## src/rtl/hdc_feature_packer.sv

```systemverilog
`default_nettype none

// +--------------------------------------------------------------------------+
// | Module      : hdc_feature_packer                                          |
// | Description : Packs per-channel feature samples into full feature frames |
// |               for hdc_sensor_fusion using a two-entry frame buffer, so   |
// |               the next frame fills while the current one waits.          |
// | Option      : FEATURE_PACKER_FRAME_CHECK_EN enables sample_last framing  |
// |               checks, frame_err pulses and the saturating err_count.    |
// | Revision    : 1.0 - initial release                                      |
// +--------------------------------------------------------------------------+

`ifndef TOTAL_NUM_CHANNEL
`define TOTAL_NUM_CHANNEL 4
`endif
`ifndef CHANNEL_WIDTH
`define CHANNEL_WIDTH 8
`endif

module hdc_feature_packer #(
    parameter int NUM_CHANNEL   = `TOTAL_NUM_CHANNEL,
    parameter int CHANNEL_WIDTH = `CHANNEL_WIDTH
) (
    input  logic                                 clk,
    input  logic                                 rst,
    input  logic [CHANNEL_WIDTH-1:0]             sample_in,
    input  logic                                 sample_valid,
    input  logic                                 sample_last,
    output logic                                 sample_ready,
    output logic [NUM_CHANNEL*CHANNEL_WIDTH-1:0] features_top,
    output logic                                 fin_valid,
    input  logic                                 fin_ready,
    output logic                                 frame_err,
    output logic [7:0]                           err_count
);

    localparam int c_FRAME_W = NUM_CHANNEL * CHANNEL_WIDTH;
    localparam int c_CNT_W   = $clog2(NUM_CHANNEL);
    localparam logic [c_CNT_W-1:0] c_LAST_CNT = c_CNT_W'(NUM_CHANNEL - 1);

    // Frame storage and bookkeeping
    logic [c_FRAME_W-1:0] r_buf [2];
    logic [1:0]           r_full;
    logic                 r_wr_sel;
    logic                 r_rd_sel;
    logic [c_CNT_W-1:0]   r_cnt;

    logic w_accept;     // sample handshake this cycle
    logic w_drain;      // frame handshake this cycle
    logic w_last;       // current sample lands in the final channel slot
    logic w_err;        // accepted sample breaks framing (check build only)
    logic w_complete;   // accepted sample closes a good frame
    logic [1:0] w_full_set;
    logic [1:0] w_full_clr;

    // Ready depends only on registered state, never on sample_valid
    assign sample_ready = ~r_full[r_wr_sel];
    assign fin_valid    = r_full[r_rd_sel];
    assign features_top = r_buf[r_rd_sel];

    assign w_accept = sample_valid & sample_ready;
    assign w_drain  = fin_valid & fin_ready;
    assign w_last   = (r_cnt == c_LAST_CNT);

`ifdef FEATURE_PACKER_FRAME_CHECK_EN
    logic       r_frame_err;
    logic [7:0] r_err_count;

    // Early last or missing last both discard the partial frame
    assign w_err      = w_accept & (sample_last ^ w_last);
    assign w_complete = w_accept & w_last & ~w_err;

    // Error pulse and saturating drop counter
    always_ff @(posedge clk or posedge rst) begin
        if (rst) begin
            r_frame_err <= 1'b0;
            r_err_count <= 8'd0;
        end else begin
            r_frame_err <= w_err;
            if (w_err && (r_err_count != 8'hFF)) begin
                r_err_count <= r_err_count + 8'd1;
            end
        end
    end

    assign frame_err = r_frame_err;
    assign err_count = r_err_count;
`else
    // Framing flag is ignored; frames close on the channel count alone
    logic w_unused_sample_last;
    assign w_unused_sample_last = sample_last;

    assign w_err      = 1'b0;
    assign w_complete = w_accept & w_last;
    assign frame_err  = 1'b0;
    assign err_count  = 8'd0;
`endif

    // Completion and drain never hit the same buffer: completion needs
    // full[wr_sel]=0 and drain needs full[rd_sel]=1, so both may apply.
    assign w_full_set = {w_complete &  r_wr_sel, w_complete & ~r_wr_sel};
    assign w_full_clr = {w_drain    &  r_rd_sel, w_drain    & ~r_rd_sel};

    // Write each accepted sample into its slot of the buffer being filled
    always_ff @(posedge clk or posedge rst) begin
        if (rst) begin
            r_buf[0] <= '0;
            r_buf[1] <= '0;
        end else if (w_accept) begin
            r_buf[r_wr_sel][r_cnt*CHANNEL_WIDTH +: CHANNEL_WIDTH] <= sample_in;
        end
    end

    // Full flags: set on frame completion, cleared on frame handshake
    always_ff @(posedge clk or posedge rst) begin
        if (rst) begin
            r_full <= 2'b00;
        end else begin
            r_full <= (r_full | w_full_set) & ~w_full_clr;
        end
    end

    // Channel counter and write/read buffer pointers
    always_ff @(posedge clk or posedge rst) begin
        if (rst) begin
            r_cnt    <= '0;
            r_wr_sel <= 1'b0;
            r_rd_sel <= 1'b0;
        end else begin
            if (w_accept) begin
                if (w_last || w_err) begin
                    r_cnt <= '0;
                end else begin
                    r_cnt <= r_cnt + c_CNT_W'(1);
                end
            end
            if (w_complete) begin
                r_wr_sel <= ~r_wr_sel;
            end
            if (w_drain) begin
                r_rd_sel <= ~r_rd_sel;
            end
        end
    end

endmodule

`default_nettype wire

```

## config.mk

```make
export PLATFORM = sky130hd
export DESIGN_NAME = hdc_feature_packer
export DESIGN_NICKNAME = d
export VERILOG_FILES = /design/src/rtl/hdc_feature_packer.sv
export SDC_FILE = /design/constraint.sdc
export NUM_CORES = 1
export LEC_CHECK = 0
export CORE_MARGIN = 4
export CORE_UTILIZATION = 50
export CTS_CLUSTER_SIZE = 16
export DETAILED_ROUTE_END_ITERATION = 12
export PLACE_DENSITY = 0.86
export SYNTH_ARGS = -nofsm -noshare
export SYNTH_HDL_FRONTEND = slang
export SYNTH_SLANG_ARGS = --single-unit
export TNS_END_PERCENT = 20
```

## constraint.sdc

```tcl
create_clock -name clk -period 3.2 [get_ports clk]
set_input_delay 0.48 -clock clk [delete_from_list [all_inputs] [get_ports clk]]
set_output_delay 0.48 -clock clk [all_outputs]
set_load 0.02 [all_outputs]
```

**Word-level counts from Yosys, hierarchy flattened**

Index checks and enable logic that the tools add are counted.

- Word-level logic and storage cells: 43
- Output and inout bits: 43
- Register bits after elaboration: 70
- Bits of input ports: 13

- $lt $le $gt $ge: 5
- Reductions and logical operators: 1
- Bitwise operators: 15
- Shift-type cells: 2
- Multiplexer cells: 11
- Equal/unequal tests: 1
- Add/subtract/negate cells: 2

Operator list:

| kind | count |
|---|---|
| $mux W32 | 4 |
| $bwmux W64 | 1 |
| $neg A5 Y34 | 1 |
| $shift A8 B34 Y32 const A | 1 |
| $shiftx A8 B34 Y32 | 1 |
| $demux W32 S1 | 1 |
| $and A1 B1 Y1 | 7 |
| $ge A2 B2 Y1 const B | 2 |
| $lt A1 B2 Y1 const B | 2 |
| $mux W1 | 4 |
| $not A1 Y2 | 2 |
| $not A1 Y1 | 3 |
| $add A2 B1 Y2 const B | 1 |
| $and A2 B2 Y2 | 1 |
| $eq A2 B2 Y1 const B | 1 |
| $lt A2 B1 Y1 const B | 1 |
| $mux W2 | 1 |
| $not A2 Y2 | 1 |
| $or A2 B2 Y2 | 1 |
| $logic_and A1 B1 Y1 | 1 |

**Depth between registers and ports, before layout**

Gate-level depths: netlist (run 1).

- Depth in word-level cells: 8
- Gate-level depth with buffers: 8
- Depth with buffers taken out: 5

**Worst setup path after synthesis (run 1)**

No wires, ideal clock.

- Path kind: register -> register
- From: register r_cnt[0]
- To: register r_buf[26] (netlist bit)
- Data arrival time: 1627 ps
- Library setup time: 83 ps
- Stages on the path, launching flop included: 7
- Setup slack: 1490 ps
- Required time: 3117 ps
- Path buffers: 1
- Period minus slack after synthesis: 1710 ps
- Path through: dfrtp_1 buf_2 inv_1 ha_1 nor4b_4 nand2_1 o21ai_0

- Cells in the longest elaborated chain, start to end: 5
- Elaborated cells between the ends (all ways): 6
- Classes of those cells: add/sub (1); shift (2); mux (3)

Ends and longest elaborated chain:

| element | RTL line | text |
|---|---|---|
| from (decl) | 46 | `logic [c_CNT_W-1:0] r_cnt;` |
| from (signal assigned) | 134 | `r_cnt <= r_cnt + c_CNT_W'(1);` |
| $neg A5 Y34 * | 110 | `r_buf[r_wr_sel][r_cnt*CHANNEL_WIDTH +: CHANNEL_WIDTH] <= sample_in;` |
| $shift A8 B34 Y32 | 110 |  |
| $mux W32 (implied by the code) | 110 |  |
| $demux W32 S1 | 110 |  |
| $bwmux W64 * | 110 |  |
| to (signal, indexed assignment) | 110 |  |
| to (decl) | 42 | `logic [c_FRAME_W-1:0] r_buf [2];` |

Every way passes the cells marked *; elsewhere a longest branch is shown, timed or not.
A chain may end at the register's enable or synchronous reset.

**Worst setup path in the final report (run 1)**

- From: register r_wr_sel
- To: output sample_ready

- Cells in the longest elaborated chain, start to end: 3

Ends and longest elaborated chain:

| element | RTL line | text |
|---|---|---|
| from (decl) | 44 | `logic r_wr_sel;` |
| from (signal assigned) | 138 | `r_wr_sel <= ~r_wr_sel;` |
| $mux W1 (implied by the code) (2 in a row) | 57 | `assign sample_ready = ~r_full[r_wr_sel];` |
| $not A1 Y1 | 57 |  |
| to (decl) | 29 | `output logic sample_ready,` |

No other way between the ends. The select of a mux whose other input is x is not followed.

==> impl_results.md, run 1 <==
* Hold path cells at 2
* Post-Synthesis Cells at 330
* Final wirelength at 6.94 mm
* Pre-antenna DRT Iters at 4
* DR iter-0 viols at 147
* Max layer used: met4
* Crit-path max FO at 11
* Post-synth ARST share at 1.00
* All-Layer GR Usage at 0.199
* Top cells by area, synth: dfrtp_1, mux2_2, nand2_1
* Die Wd at 89.3 um
* Initial Utilization at 0.517
* Routed length on met2 at 3.42 mm
* CTS-repair resized insts at 0
* Total power at 4010 uW
* Worst Clk Skew at 0.00490 ns
* Startpoint types: flip-flop
* CTS root buffer: clkbuf_8
* DRC at 0
* Worst skew pair latency at 0.34 ns
* # nets final at 385
* RR Startpoint: r_cnt[0]$_DFFE_PP0P_
* Hold Violations, Final at 0
* Vias in the first global route at 2,376
* Post-synthesis cell area at 3300 sq um
* Worst R2R End: r_buf[26]$_DFFE_PP0P_
* Non-Filler Instances at 449
* PnR worst setup slack at 0.824 ns
* RSZ-0062 raised after global routing: no
* M1 wire length at 2.98 mm
* Top FF cell, synth: dfrtp_1
* Total grt overflow at 0
* CTS tree: yes
* Post-DP HPWL at 4.71 mm
* Number of synthesized flops with an enable pin at 0
* CP required at 2.72 ns
* DIE AREA at 7970 sq um
* Setup TNS at 0 ns
* Max-cap violations at 0
* CTS Buf Count at 9
* Final setup viols at 0
* Placer Congestion at 0.773
* Post-Place Cells at 433
* Maximum VDD drop at 0.523 mV
* Die H at 89.3 um
* Leak at 0.00173 uW
* Initial antenna violation count at 0
* Port Buffers at 45
* Post-synthesis sequential area ratio at 0.530
* Layout cells sized above 1 at 0.153
* Crit path DAT at 1.90 ns
* Worst-path clk slew at 0.07 ns
* Post-synth top area cell: dfrtp_1
* Synth cell count leaders: nand2_1, dfrtp_1, o21ai_0
* Hold path start: r_buf[25]$_DFFE_PP0P_
* Power per cell area at 1010 nW/um^2
* Postcts setup bufs at 0
* Total number of vias at 2,421
* Layout fillers at 544
* DR vias/cell at 5.39
* Status: finished clean
* Hold-fix buffers at CTS at 0
* Final Cycle Share at 0.742
* H-tree Lvls at 3
* Placement Setup Slack at 0.871 ns
* Routed len/inst at 15.5 um
* Rows at 29
* Wire length on met3 at 461 um
* Seq cells post-synth at 70
* First-pass GRT wire length at 11.8 mm
* Largest net degree at the start of global routing at 41
* Max_slew headroom at 0.543
* Clk sinks at 70
* Min-delay worst type: flip-flop to flip-flop
* Area Growth Syn to Fin at 19.9%
* Synth top area share at 0.530
* Clock buffer depth at 2
* Yosys cell types at 23
* Worst hold path endpoint: r_buf[25]$_DFFE_PP0P_
* Measured slew at the worst slew-check pin at 0.682 ns
* Setup slack, reg-to-reg at 1.04 ns
* Ports at 56
* Antenna Nets Post-Route at 0
* FF-to-FF path depth at 5
* Mean post-synth cell area at 10.0 sq um
* Synthesis warning total at 0
* Fmax at 421 MHz
* Diode count at 0
* Slew Limit Fails at 0
* Most frequent cell after synthesis: nand2_1
* Min cycle time layout at 2.38 ns
* Core footprint at 6390 sq um
* Setup crit end kind: output pin
* Crit path kind: flip-flop to output pin
## final cells by class
class / instances / area, sq um / area share
flip-flops and latches: 70 / 1750 / 0.442
multi-input cells: 234 / 1400 / 0.353
repair buffers: 48 / 485 / 0.123
clock buffers: 12 / 145 / 0.0366
well taps: 77 / 96.3 / 0.0243
clock inverters: 4 / 70.1 / 0.0177
inverters: 4 / 15.0 / 0.00379
## where the power goes
| group | switching, uW | total, uW | internal, uW | leakage [uW] |
|---|---|---|---|---|
| combinational | 942 | 1760 | 822 | 0.000670 |
| clock | 317 | 775 | 458 | 0.000110 |
| sequential | 232 | 1480 | 1240 | 0.000955 |
| total | 1490 | 4010 | 2520 | 0.00173 |
## sequential cells by signal, indices dropped and copies added, names as in the netlist
signal and count:
r_buf 64, r_cnt 2, r_full 2, r_rd_sel 1, r_wr_sel 1
## metrics by stage
step	util	cell area (sq um)	hold slack [ns]
after floorplan	-	3330	0.444
after global placement	0.587	3750	0.455
after detailed placement	0.587	3750	0.466
after CTS	0.620	3960	0.481
after global routing	0.620	3960	0.488
final	0.620	3960	0.476
## how the worst max path moves through the flow
stage / from / to / slack, ns
3_3_place_gp: sample_valid / r_buf[62]$_DFFE_PP0P_ / 0.98
5_1_grt: r_wr_sel$_DFFE_PP0N_ / sample_ready / 0.72
2_1_floorplan: rst / r_buf[0]$_DFFE_PP0P_ / 0.95
6_report: r_wr_sel$_DFFE_PP0N_ / sample_ready / 0.82
3_5_place_dp: sample_valid / r_buf[61]$_DFFE_PP0P_ / 0.87
4_1_cts: r_rd_sel$_DFFE_PP0P_ / features_top[22] / 0.81
## cell families (layout without fill, tap and decap cells)
| kind of cell | after synthesis | in the layout | share of synthesized area |
|---|---|---|---|
| AOI/OAI and AO/OA | 70 | 70 | 0.107 |
| adders and majority gates | 5 | 5 | 0.0189 |
| buffers and inverters | 34 | 68 | 0.0560 |
| DFF | 70 | 70 | 0.530 |
| muxes | 36 | 36 | 0.122 |
| other | 1 | 9 | 0.00113 |
| and+or+nand+nor | 114 | 114 | 0.164 |
## metal layers
metal  vias to the layer above  global-route usage
met2                        73               0.318
met5                         -                   0
met3                         8              0.0544
met1                      1156               0.266
met4                         0              0.0609
li1                       1184                   -
## cells in the final DEF (no fill, tap or decap), types with 3 or more instances in the layout
cell type        instances
clkbuf_8                10
inv_1                    3
nand4bb_1                4
mux2_2                  35
nand4b_1                 4
a31oi_1                  3
o21ai_1                 29
conb_1                   9
dfrtp_1                 70
nand2_1                 98
clkdlybuf4s50_1         45
o21ai_0                 37
ha_1                     5
## worst max-delay path, stage by stage (launching register included)
cell and delay, ns:
dfrtp_1 0.57, mux2i_1 0.33, clkdlybuf4s50_1 0.66
No activity file was read; power rests on OpenSTA's default activity.
==> run 2: changes to the inputs <==
==> constraint.sdc (replaced) <==
create_clock -name clk -period 2.33 [get_ports clk]
set_input_delay 0.3495 -clock clk [delete_from_list [all_inputs] [get_ports clk]]
set_output_delay 0.3495 -clock clk [all_outputs]
set_load 0.02 [all_outputs]
==> run 2 against run 1 <==
Against the previous run: clock-buffer cell count shrank 1; register-to-register slack lost 0.60 ns; hold slack lost 0.060 ns; non-clock buffer count grew 11; combinational power grew 44%; global-route usage grew 0.25 points; cell count grew 1.8%; sequential power grew 35%; first-iteration DRC count shrank 8.2%; critical path type unchanged; largest cell class unchanged.
==> impl_results.md, run 2 (synthesized netlist as in run 1, its figures left out) <==
* Status: finished clean
* Initial Utilization at 0.517 (unchanged)
* CTS Buf Count at 9 (unchanged)
* Die H at 89.3 um (unchanged)
* CTS-repair resized insts at 0 (unchanged)
* Diode count at 0 (unchanged)
* DIE AREA at 7970 sq um (unchanged)
* Ports at 56 (unchanged)
* Critical path cell sequence: buf_4 > mux2_2 > clkdlybuf4s50_1
* Final setup viols at 0 (unchanged)
* Maximum VDD drop at 0.888 mV (+70%)
* # nets final at 396 (+2.9%)
* RSZ-0062 raised after global routing: no
* All-Layer GR Usage at 0.201 (+0.00249)
* Port Buffers at 45 (unchanged)
* Hold-fix buffers at CTS at 0 (unchanged)
* Die Wd at 89.3 um (unchanged)
* Largest register by flop count: r_buf
* Layout fillers at 517 (-5.0%)
* Worst skew pair latency at 0.34 ns (about the same)
* Crit path DAT at 1.87 ns (-0.03 ns)
* Commonest non-fill, non-tap cells in the layout: nand2_1, dfrtp_1, clkdlybuf4s50_1, o21ai_0, mux2_2
* CP endpoint: features_top[1]
* Leak at 0.00176 uW (+1.5%)
* Routed length on met2 at 3.50 mm (+2.6%)
* Antenna Nets Post-Route at 0 (unchanged)
* Cell Area, Placed at 3830 sq um (+2.2%)
* Clk sinks at 70 (unchanged)
* Largest net degree at the start of global routing at 71 (+73%)
* Max reg flops at 64 (unchanged)
* Total grt overflow at 0 (unchanged)
* Wire length on met3 at 369 um (-20%)
* Register area at 1750 sq um (unchanged)
* DRC at 0 (unchanged)
* H-tree Lvls at 3 (unchanged)
* CP startpoint: r_rd_sel$_DFFE_PP0P_
* Power per cell area at 1340 nW/um^2 (+33%)
* Min cycle time layout at 2.22 ns
* Core footprint at 6390 sq um (unchanged)
* Slew Limit Fails at 0 (unchanged)
* Slowest cell on the critical path: clkdlybuf4s50_1
* Hold Violations, Final at 0 (unchanged)
* Clock buffer depth at 2 (unchanged)
* Biggest regs: r_buf: 64 flops, r_cnt: 2 flops, r_full: 2 flops
* Measured slew at the worst slew-check pin at 0.513 ns (-0.168 ns)
* Initial antenna violation count at 0 (unchanged)
* Most common cell after layout, fill and taps aside: nand2_1
* Placer Congestion at 0.777 (+0.60%)
* Setup slack, reg-to-reg at 0.44 ns (-0.60 ns)
* Crit-path max FO at 18 (+7)
* CTS tree: yes
* Multi-input logic area at 1400 sq um (unchanged)
* Worst R2R End: r_buf[27]$_DFFE_PP0P_
* Vias in the first global route at 2,439 (+2.7%)
* DR iter-0 viols at 135 (-8.2%)
* Routed len/inst at 15.6 um (+0.88%)
* RR Startpoint: r_cnt[1]$_DFFE_PP0P_
* Final wirelength at 7.13 mm (+2.7%)
* Max layer used: met4
* Startpoint types: flip-flop
* Area Growth Syn to Fin at 20.7%
* Min-delay worst type: input pin to asynchronous set/reset pin
* Post-DP HPWL at 4.79 mm (+1.7%)
* Layout cells sized above 1 at 0.176 (+0.0231)
* Max-cap violations at 0 (unchanged)
* WP depth at 3 (+1)
* Total number of vias at 2,424 (+0.12%)
* Largest stage delay on the critical path at 0.54 ns (-0.12 ns)
* Setup crit end kind: output pin
* Final non-filler cell area at 3990 sq um (+0.73%)
* First-pass GRT wire length at 11.9 mm (+0.41%)
* Worst Clk Skew at 0.00645 ns (+0.00156 ns)
* Setup TNS at 0 ns (unchanged)
* CTS root buffer: clkbuf_8
* Final Cycle Share at 0.953
* CP bufs+invs at 2 (+1)
* Postcts setup bufs at 0 (unchanged)
* CP required at 1.98 ns (-0.74 ns)
* Fmax at 450 MHz
* CP top delay family: buffers and inverters
* Crit path kind: flip-flop to output pin
* Max_slew headroom at 0.656 (+0.113)
* FF-to-FF path depth at 5 (unchanged)
* Worst-path clk slew at 0.07 ns (about the same)
* Rows at 29 (unchanged)
* DR vias/cell at 5.30 (-1.6%)
* Pre-antenna DRT Iters at 4 (unchanged)
* M1 wire length at 3.15 mm (+5.8%)
==> run 2: cell types whose count changed in the layout (fill, tap and decap cells not counted) <==
cell	delta
clkbuf_1	-2
clkbuf_8	+1
buf_4	+11
bufinv_16	-2
==> run 2: worst reg2reg max path, delay by kind of cell (launching register included) <==
family                     cells  cell delay, ns
and+or+nand+nor                2            0.68
adders and majority gates      1            0.41
DFF                            1            0.39
AOI/OAI and AO/OA              1            0.21
buffers and inverters          1            0.10
==> run 2: cell type report <==
class,count,area share
sequential,70,0.439
timing repair buffer,59,0.142
tap,77,0.0241
inverter,4,0.00376
clock inverter,2,0.00251
clock buffer,11,0.0379
multi-input combinational,234,0.350
==> run 2: per-stage QoR <==
step                total power, uW   util  hold WS [ns]  setup slack [ns]  instances
floorplan                      3690      -         0.444             0.212        338
global placement               4440  0.600         0.455             0.463        444
detailed placement             4550  0.600         0.465             0.456        444
CTS                            5410  0.625         0.413            0.0695        457
global route                   5770  0.625         0.452           0.00111        457
finish                         5360  0.625         0.416             0.109        457
==> run 2: worst min-delay path by stage <==
stage               slack, ns                   from               endpoint
finish                   0.42                    rst  r_buf[41]$_DFFE_PP0P_
global route             0.45                    rst  r_buf[53]$_DFFE_PP0P_
CTS                      0.41                    rst  r_buf[41]$_DFFE_PP0P_
detailed placement       0.47   r_buf[2]$_DFFE_PP0P_   r_buf[2]$_DFFE_PP0P_
global placement         0.45  r_buf[10]$_DFFE_PP0P_  r_buf[10]$_DFFE_PP0P_
floorplan                0.44  r_buf[10]$_DFFE_PP0P_  r_buf[10]$_DFFE_PP0P_
==> run 2: power by group <==
part	switching, uW	total, uW	internal, uW
sequential	297	2000	1710
combinational	1350	2530	1180
clock	407	830	423
==> run 2: metal layers <==
layer,global-route usage,up-vias
met5,0,-
met4,0.0744,0
met3,0.0461,9
met2,0.317,68
met1,0.274,1152
li1,-,1195
==> run 3: changes to the inputs <==
--- a/config.mk
+++ b/config.mk
@@ -5,6 +5,7 @@
 export SDC_FILE = /design/constraint.sdc
 export NUM_CORES = 1
 export LEC_CHECK = 0
+export CORE_ASPECT_RATIO = 1.75
 export CORE_MARGIN = 4
 export CORE_UTILIZATION = 50
 export CTS_CLUSTER_SIZE = 16
==> run 3 against run 2 <==
Against the previous run: clock skew fell by 0.0043 ns; sequential share of layout area fell by 1.5 points; largest power group unchanged; critical endpoint is now features_top[21]; routed wire length fell by 0.70%; total power rose by 9.8%; first-iteration DRC count rose by 1.5%.
==> impl_results.md, run 3 (synthesized netlist as in run 1, its figures left out) <==
* Placer Congestion at 0.790 (+1.6%)
* Max-cap violations at 0 (unchanged)
* Area Growth Syn to Fin at 24.9%
* Setup TNS at 0 ns (unchanged)
* Status: finished clean
* Most common cell after layout, fill and taps aside: nand2_1
* RSZ-0062 raised after global routing: no
* Layout fillers at 519 (+0.39%)
* CP bufs+invs at 2 (unchanged)
* CP required at 1.98 ns (about the same)
* Vias in the first global route at 2,438 (-0.041%)
* Routed len/inst at 15.3 um (-1.8%)
* Clock buffer depth at 2 (unchanged)
* DRC at 0 (unchanged)
* CTS Buf Count at 9 (unchanged)
* Die H at 116 um (+29%)
* Crit-path max FO at 37 (+19)
* Postcts setup bufs at 0 (unchanged)
* Crit path DAT at 1.89 ns (+0.02 ns)
* Slew Limit Fails at 0 (unchanged)
* Worst Clk Skew at 0.00220 ns (-0.00425 ns)
* Initial antenna violation count at 0 (unchanged)
* DIE AREA at 8030 sq um (+0.65%)
* H-tree Lvls at 3 (unchanged)
* Maximum VDD drop at 0.810 mV (-8.8%)
* Final Cycle Share at 0.962 (+0.00821)
* Measured slew at the worst slew-check pin at 0.613 ns (+0.100 ns)
* # nets final at 393 (-0.76%)
* Ports at 56 (unchanged)
* Total power at 5890 uW (+9.8%)
* Layout cells sized above 1 at 0.174 (-0.00263)
* DR vias/cell at 5.29 (-0.27%)
* Commonest non-fill, non-tap cells in the layout: nand2_1, dfrtp_1, clkdlybuf4s50_1, o21ai_0, mux2_2
* Power per cell area at 1430 nW/um^2 (+6.2%)
* Leak at 0.00182 uW (+3.1%)
* Slowest cell on the critical path: clkdlybuf4s50_1
* Crit path kind: flip-flop to output pin
* Largest stage delay on the critical path at 0.54 ns (about the same)
* Total number of vias at 2,444 (+0.83%)
* Worst skew pair latency at 0.33 ns (about the same)
* Hold Violations, Final at 0 (unchanged)
* Biggest regs: r_buf: 64 flops, r_cnt: 2 flops, r_full: 2 flops
* Hold_ws at 0.407 ns (-0.00948 ns)
* Min-delay worst type: input pin to asynchronous set/reset pin
* CTS root buffer: clkbuf_16
* Diode count at 0 (unchanged)
* Layout Utilization at 0.636 (+0.0110)
* Post-DP HPWL at 4.78 mm (-0.18%)
* PnR worst setup slack at 0.0896 ns (-0.0191 ns)
* Final setup viols at 0 (unchanged)
* Pre-antenna DRT Iters at 4 (unchanged)
* Max_slew headroom at 0.589 (-0.0671)
* Final wirelength at 7.08 mm (-0.70%)
* Port Buffers at 45 (unchanged)
* Largest register by flop count: r_buf
* Fmax at 446 MHz (-0.85%)
* Core footprint at 6490 sq um (+1.6%)
* DR iter-0 viols at 137 (+1.5%)
* Largest net degree at the start of global routing at 71 (unchanged)
* Max reg flops at 64 (unchanged)
* RR Startpoint: r_cnt[1]$_DFFE_PP0P_
* Initial Utilization at 0.509 (-0.00828)
* Hold-fix buffers at CTS at 0 (unchanged)
* Clk sinks at 70 (unchanged)
* CTS tree: yes
* Min cycle time layout at 2.24 ns (+0.0191 ns)
* CP top delay family: buffers and inverters
* First-pass GRT wire length at 11.8 mm (-1.1%)
* Total grt overflow at 0 (unchanged)
* Die Wd at 69.5 um (-22%)
* CP startpoint: r_rd_sel$_DFFE_PP0P_
* All-Layer GR Usage at 0.189 (-0.0125)
* Setup crit end kind: output pin
* Startpoint types: flip-flop
* Rows at 39 (+34%)
* Worst-path clk slew at 0.05 ns (-0.02 ns)
* Critical path cell sequence: buf_12 > mux2_2 > clkdlybuf4s50_1
* Placement Setup Slack at 0.448 ns (-0.00789 ns)
* CTS-repair resized insts at 0 (unchanged)
* Antenna Nets Post-Route at 0 (unchanged)
## run 3: cell types whose count changed in the layout (fill, tap and decap cells not counted)
cell | previous run | this run
clkbuf_8 | 11 | 2
clkbuf_1 | 0 | 1
clkinv_2 | 2 | 3
buf_12 | 1 | 2
buf_4 | 13 | 9
bufinv_16 | 0 | 1
clkbuf_16 | 0 | 9
## run 3: final timing paths
check | end | slack [ns] | cells after the start
min in group clk | r_buf[45]$_DFFE_PP0P_ | 0.47 | 2
max in group asynchronous | r_buf[33]$_DFFE_PP0P_ | 1.61 | 3
worst max-delay path | features_top[21] | 0.09 | 3
worst max register to register | r_buf[4]$_DFFE_PP0P_ | 0.46 | 5
worst min register to register | r_buf[45]$_DFFE_PP0P_ | 0.47 | 2
worst min-delay path | r_buf[47]$_DFFE_PP0P_ | 0.41 | 3
## run 3: final cells by class
class,instances,area (sq um),area share
flip-flops and latches,70,1750,0.424
multi-input cells,234,1400,0.339
repair buffers,56,558,0.135
clock buffers,12,256,0.0622
well taps,82,103,0.0249
clock inverters,4,45.0,0.0109
inverters,4,15.0,0.00364
## run 3: tightest hold or removal path, cell delays in order
cell and delay [ns]:
clkdlybuf4s50_1 0.41, inv_2 0.07, buf_12 0.31
## run 3: power breakdown
part | leakage, uW | total [uW] | switching (uW) | internal, uW
clock network | 0.000152 | 1350 | 471 | 880
logic | 0.000708 | 2530 | 1350 | 1190
registers | 0.000955 | 2010 | 296 | 1710
total | 0.00182 | 5890 | 2110 | 3780
## run 3: routing by layer
layer,vias up,wire [um],global-route usage
met5,-,0,0
met4,0,271,0.115
met3,14,230,0.0373
met2,46,3720,0.332
met1,1184,2860,0.211
li1,1200,-,-
## run 3: per-stage QoR
stage | cell area, sq um | instances
floorplan | 3330 | 338
global placement | 3820 | 446
detailed placement | 3820 | 446
CTS | 4130 | 462
global route | 4130 | 462
finish | 4130 | 462
